**config.mk**
```make
export PLATFORM = sky130hd
export DESIGN_NAME = barrel_shift_req_stage_flat
export DESIGN_NICKNAME = d
export VERILOG_FILES = /design/src/rtl/barrel_shift_req_stage_if.sv /design/src/rtl/barrel_shift_req_stage.sv /design/src/flat_wrapper.sv
export SDC_FILE = /design/constraint.sdc
export NUM_CORES = 1
export LEC_CHECK = 0
export ABC_CLOCK_PERIOD_IN_PS = 4200
export BUFFER_PORTS_ARGS = -buffer_cell sky130_fd_sc_hd__buf_2
export CAP_MARGIN = 20
export CORE_MARGIN = 10
export CORE_UTILIZATION = 59
export DETAILED_ROUTE_END_ITERATION = 6
export PLACE_DENSITY = 0.84
export SLEW_MARGIN = 0
export SYNTH_ARGS = -nofsm -noshare
export SYNTH_HDL_FRONTEND = slang
export SYNTH_SLANG_ARGS = --single-unit
export TNS_END_PERCENT = 10
```
**constraint.sdc**
```tcl
create_clock -name clk -period 4.2 [get_ports clk]
set_input_delay 0.42 -clock clk [delete_from_list [all_inputs] [get_ports clk]]
set_output_delay 0.42 -clock clk [all_outputs]
set_load 0.005 [all_outputs]
```
**src/rtl/barrel_shift_req_stage_if.sv**
```systemverilog
// barrel_shift_req_stage_if: request, shifter-side and response signals of barrel_shift_req_stage
interface barrel_shift_req_stage_if #(
    parameter int DATA_W = 8,
    parameter int AMT_W  = 3,
    parameter int DEPTH  = 4
);
    logic                       flush;
    logic                       in_valid;
    logic                       in_ready;
    logic [DATA_W-1:0]          in_data;
    logic [AMT_W-1:0]           in_amt;
    logic [DATA_W-1:0]          shf_data;
    logic [AMT_W-1:0]           shf_amt;
    logic [DATA_W-1:0]          shf_result;
    logic                       out_valid;
    logic                       out_ready;
    logic [DATA_W-1:0]          out_data;
    logic [AMT_W-1:0]           out_amt;
    logic [$clog2(DEPTH):0]     level;
    modport slave (
        input  flush, in_valid, in_data, in_amt, shf_result, out_ready,
        output in_ready, shf_data, shf_amt, out_valid, out_data, out_amt, level
    );
    modport master (
        output flush, in_valid, in_data, in_amt, shf_result, out_ready,
        input  in_ready, shf_data, shf_amt, out_valid, out_data, out_amt, level
    );
endinterface

```
**src/rtl/barrel_shift_req_stage.sv**
```systemverilog
// barrel_shift_req_stage: request FIFO feeding an external combinational barrel shifter,
// with the shifter result registered and returned over valid/ready.
module barrel_shift_req_stage #(
    parameter int DATA_W = 8,
    parameter int AMT_W  = 3,
    parameter int DEPTH  = 4
) (
    input logic clk,
    input logic rst,
    barrel_shift_req_stage_if.slave bus
);
    localparam int PW = $clog2(DEPTH);
    localparam logic [PW:0] FULL = (PW+1)'(DEPTH);
    logic [DATA_W+AMT_W-1:0] r_mem [DEPTH];
    logic [PW-1:0]           r_wptr, r_rptr;
    logic [PW:0]             r_level;
    logic                    r_out_valid;
    logic [DATA_W-1:0]       r_out_data;
    logic [AMT_W-1:0]        r_out_amt;
    logic                    w_empty, w_push, w_pop;
    assign w_empty      = r_level == '0;
    assign bus.in_ready = (r_level != FULL) & ~bus.flush;
    assign w_push       = bus.in_valid & bus.in_ready;
    assign w_pop        = ~w_empty & (~r_out_valid | bus.out_ready) & ~bus.flush;
    // head is forced to zero when empty so the shifter sees a quiet input
    assign {bus.shf_data, bus.shf_amt} = w_empty ? '0 : r_mem[r_rptr];
    assign bus.out_valid = r_out_valid;
    assign bus.out_data  = r_out_data;
    assign bus.out_amt   = r_out_amt;
    assign bus.level     = r_level;
    always_ff @(posedge clk) begin
        if (w_push) r_mem[r_wptr] <= {bus.in_data, bus.in_amt};
    end
    always_ff @(posedge clk or posedge rst) begin
        if (rst) begin
            r_wptr      <= '0;
            r_rptr      <= '0;
            r_level     <= '0;
            r_out_valid <= 1'b0;
            r_out_data  <= '0;
            r_out_amt   <= '0;
        end else if (bus.flush) begin
            r_wptr      <= '0;
            r_rptr      <= '0;
            r_level     <= '0;
            r_out_valid <= 1'b0;
        end else begin
            if (w_push) r_wptr <= r_wptr + PW'(1);
            if (w_pop) begin
                r_rptr     <= r_rptr + PW'(1);
                r_out_data <= bus.shf_result;
                r_out_amt  <= bus.shf_amt;
            end
            r_level     <= r_level + (PW+1)'(w_push) - (PW+1)'(w_pop);
            r_out_valid <= w_pop | (r_out_valid & ~bus.out_ready);
        end
    end
endmodule
```
**src/flat_wrapper.sv**
```systemverilog
// flat-port wrapper written by rule: the top's interface ports become plain ports
module barrel_shift_req_stage_flat 
#(
    parameter int DATA_W = 8,
    parameter int AMT_W  = 3,
    parameter int DEPTH  = 4
)
  (clk, rst, bus_flush, bus_in_valid, bus_in_data, bus_in_amt, bus_shf_result, bus_out_ready, bus_in_ready, bus_shf_data, bus_shf_amt, bus_out_valid, bus_out_data, bus_out_amt, bus_level);
  barrel_shift_req_stage_if #(.DATA_W(DATA_W), .AMT_W(AMT_W), .DEPTH(DEPTH)) bus_i ();
  input logic clk;
  input logic rst;
  input wire logic [$bits(bus_i.flush)-1:0] bus_flush;
  input wire logic [$bits(bus_i.in_valid)-1:0] bus_in_valid;
  input wire logic [$bits(bus_i.in_data)-1:0] bus_in_data;
  input wire logic [$bits(bus_i.in_amt)-1:0] bus_in_amt;
  input wire logic [$bits(bus_i.shf_result)-1:0] bus_shf_result;
  input wire logic [$bits(bus_i.out_ready)-1:0] bus_out_ready;
  output wire logic [$bits(bus_i.in_ready)-1:0] bus_in_ready;
  output wire logic [$bits(bus_i.shf_data)-1:0] bus_shf_data;
  output wire logic [$bits(bus_i.shf_amt)-1:0] bus_shf_amt;
  output wire logic [$bits(bus_i.out_valid)-1:0] bus_out_valid;
  output wire logic [$bits(bus_i.out_data)-1:0] bus_out_data;
  output wire logic [$bits(bus_i.out_amt)-1:0] bus_out_amt;
  output wire logic [$bits(bus_i.level)-1:0] bus_level;
  assign bus_i.flush = bus_flush;
  assign bus_i.in_valid = bus_in_valid;
  assign bus_i.in_data = bus_in_data;
  assign bus_i.in_amt = bus_in_amt;
  assign bus_i.shf_result = bus_shf_result;
  assign bus_i.out_ready = bus_out_ready;
  assign bus_in_ready = bus_i.in_ready;
  assign bus_shf_data = bus_i.shf_data;
  assign bus_shf_amt = bus_i.shf_amt;
  assign bus_out_valid = bus_i.out_valid;
  assign bus_out_data = bus_i.out_data;
  assign bus_out_amt = bus_i.out_amt;
  assign bus_level = bus_i.level;
  barrel_shift_req_stage #(.DATA_W(DATA_W), .AMT_W(AMT_W), .DEPTH(DEPTH)) u_core (.clk(clk), .rst(rst), .bus(bus_i));
endmodule
```
==> reports/qor.csv <==
stage;metric;value;unit
cells_and_area;P&R area growth vs syn;17.24;%
placed_design;Post-Place Cells;241;
sta;Fin Clk Skew;8.778;ps
cells_and_area;Fillers;271;
power;PwrDens;665.2;mW/mm²
logic_synthesis;sequential share of the synthesized area;0.6710;
global_route;vias in the first global route;1539;
placed_design;DP Area;0.002928;mm²
global_route;largest net degree at the start of global routing;20;
logic_synthesis;Post-Syn Instances;145;
floorplan;die width;87.37;µm
floorplan;I/O pins;51;
routing;routed via count;1421;
run;Max Cap Viol;0;
logic_synthesis;Unique masters post-synth;27;
worst_setup_path;slowest stage cell, crit path;nor3_4;
routing;Final ANT Viol Nets;0;
floorplan;Die Span Y;87.37;µm
worst_setup_path;Largest stage delay, worst path;670;ps
placed_design;GP Congestion;0.7695;
placed_design;Port Buffers;50;
floorplan;row count;24;
sta;Slew headroom;0.4837;
worst_setup_path;critical-path cell list;nor3_4 -> nor3_4 -> ha_1 -> inv_1 -> ha_1 -> inv_1 -> fa_1 -> xor2_1 -> and2_1 -> nor3_1;
worst_setup_path;CP max FO;17;
floorplan;Die ar.;0.007633;mm²
cells_and_area;fin util;0.7160;
routing;1st-iter DRT viols;84;
placed_design;HPWL Detailed;3701;µm
power;leakage power total;1.264;nW
logic_synthesis;post-synthesis net count;176;
sta;FMAX;344.8;MHz
clock_tree;Clock Path Buffers;2;
global_route;first-pass GRT wire length;8183;µm
outcome;outcome;completed;
sta;Final setup violation count;0;
logic_synthesis;FF+latch count, synth;63;
sta;crit share post-route;0.6906;
worst_setup_path;Critical Path AT;3100;ps
routing;vias per inst;5.529;
global_route;Overall Global Routing Usage;0.1451;
clock_tree;CTS tree;yes;
cells_and_area;most common cell after layout, fill and taps aside;buf_2;
logic_synthesis;Area contributors post-synth;edfxtp_1 49%, dfrtp_1 18%, mux4_1 11%, mux2_2 5.0%, ha_1 2.8%;
clock_tree;CTS root buf;clkbuf_8;
worst_setup_path;crit path launch type;flop;
routing;Routed WL per cell;20.58;µm
logic_synthesis;Synth area leader;edfxtp_1;
clock_tree;H-tree Lvls;3;
global_route;met2 Usage GRT;0.2553;
global_route;GR Util met3;0.04869;
logic_synthesis;Synth Warn #;0;
clock_tree;post-CTS resize count;0;
global_route;initial antenna violation count;0;
clock_tree;Post-CTS Setup Inserts;0;
cells_and_area;n_diodes;0;
sta;max-slew violations;0;
cells_and_area;fin nets;231;
logic_synthesis;Yosys top cell area share;0.4935;
clock_tree;total clock sinks;63;
cells_and_area;commonest cells after routing, fill and taps aside;50 x buf_2, 44 x edfxtp_1, 19 x dfrtp_1;
clock_tree;Worst-path clk slew;70;ps
floorplan;Initial Utilization;0.6107;
sta;Slew @ Worst Pin;774.5;ps
cells_and_area;fraction of layout cells with a size suffix above 1;0.3951;
sta;crit path time final;2901;ps
cells_and_area;final std cells w/o fill;257;
worst_setup_path;kind of critical path;flop to flop;
power;Total Power;2.088;mW
cells_and_area;post-route cell area;0.003139;mm²
power;Max rail drop VDD;0.0003685;V
floorplan;core area;0.004384;mm²
sta;Fin Setup TNS;0;ps
worst_setup_path;CP Capture Type;flop;
clock_tree;Skew-Pair Late Insertion Delay;330;ps
global_route;GR Overflow Total;0;
routing;drt drc;0;
sta;RSZ-0062 raised after global routing;no;
clock_tree;CTS hold repair buffers;0;
clock_tree;CTS Buf Count;9;
routing;Post-Route WL;5290;µm
worst_setup_path;Worst Path Required;4400;ps
global_route;global route hottest layer;met2;
sta;Final Hold Viols;0;
global_route;M1 GR Usage;0.1559;
logic_synthesis;synthesized area per cell;18.47;µm²
routing;Initial DRT Pass Iterations;4;
hold_path;Hold Path Class;input pin to asynchronous set/reset pin;
logic_synthesis;synthesized area;0.002678;mm²
worst_setup_path;Worst Path Buf+Inv;2;
worst_setup_path;cell family with most CP delay;simple AND/OR/NAND/NOR gates;
## logic make-up (layout without fill, tap and decap cells)
| family | after synthesis | count (layout) | synth area share |
|---|---|---|---|
| flip-flops | 63 | 63 | 0.6710 |
| AND/OR/NAND/NOR | 28 | 28 | 0.07056 |
| multiplexers | 24 | 24 | 0.1622 |
| buffers and inverters | 15 | 75 | 0.03785 |
| adder cells (fa/ha/maj) | 7 | 7 | 0.03551 |
| AO/OA/AOI/OAI | 7 | 7 | 0.01963 |
| XOR/XNOR | 1 | 1 | 0.003272 |
## through the flow
stage,setup slack [ps],hold slack [ps]
2_1_floorplan,1841,371.1
3_3_place_gp,1496,486.3
3_5_place_dp,1303,497.3
4_1_cts,1241,213.7
5_1_grt,1130,250.7
6_report,1299,204.0
## path summary, 6_finish.rpt
check	start	endpoint	slack, ps	depth (start not counted)
setup / recovery	u_core.bus.level[1]$_DFF_PP0_	u_core.bus.level[2]$_DFF_PP0_	1300	10
hold / removal	rst	u_core.r_rptr[0]$_DFFE_PP0P_	200	2
setup reg to reg	u_core.bus.level[1]$_DFF_PP0_	u_core.bus.level[2]$_DFF_PP0_	1300	10
hold reg to reg	u_core.bus.out_data[0]$_DFFE_PP0P_	u_core.bus.out_data[0]$_DFFE_PP0P_	510	1
max in group asynchronous	rst	u_core.r_rptr[1]$_DFFE_PP0P_	3530	2
min in group clk	bus_in_amt[2]	u_core.r_mem[2][2]$_DFFE_PP_	300	1
## area by class of cell
type	instances	area, µm²	share of cell area
inverters	9	36.28	0.01156
multi-input cells	67	779.5	0.2483
well taps	52	65.06	0.02073
clock buffers	10	127.6	0.04065
clock inverters	6	83.83	0.02670
flip-flops and latches	63	1797	0.5723
repair buffers	50	250.2	0.07971
## synth_stat cells (all sizes together)
library cell  instances
xor2                  1
mux2                 12
inv                   9
a211oi                1
and2                  5
o21ai                 1
nand2b                1
or4                   1
mux4                 11
and2b                 1
nor2b                12
buf                   5
mux2i                 1
clkbuf                1
o31ai                 1
fa                    1
nor2                  4
or3                   1
edfxtp               44
dfrtp                19
a21oi                 4
ha                    6
nor3                  3
## worst register-to-register path, cell delays in order, from the launching register on
cell     delay (ps)
dfrtp_1         480
nor3_4          670
nor3_4          200
ha_1            320
inv_1            60
ha_1            150
inv_1            50
fa_1            370
xor2_1          230
and2_1          190
nor3_1           50
## metal layers
layer | wire length [µm] | vias up
li1 | - | 661
met1 | 1958 | 722
met2 | 3044 | 30
met3 | 212 | 8
met4 | 75 | 0
met5 | 0 | -
## state kept, by name, summed over array words and instances (netlist names)
| register | count |
|---|---|
| u_core.bus.out_valid | 1 |
| u_core.bus.out_amt | 3 |
| u_core.bus.level | 3 |
| u_core.r_mem | 44 |
| u_core.r_wptr | 2 |
| u_core.r_rptr | 2 |
| u_core.bus.out_data | 8 |
## report_power, final
part / internal [mW] / total [mW] / switching (mW)
sequential: 0.783 / 0.896 / 0.113
clock: 0.332 / 0.554 / 0.221
combinational: 0.335 / 0.638 / 0.304
Power figures use the tool's default switching activity.
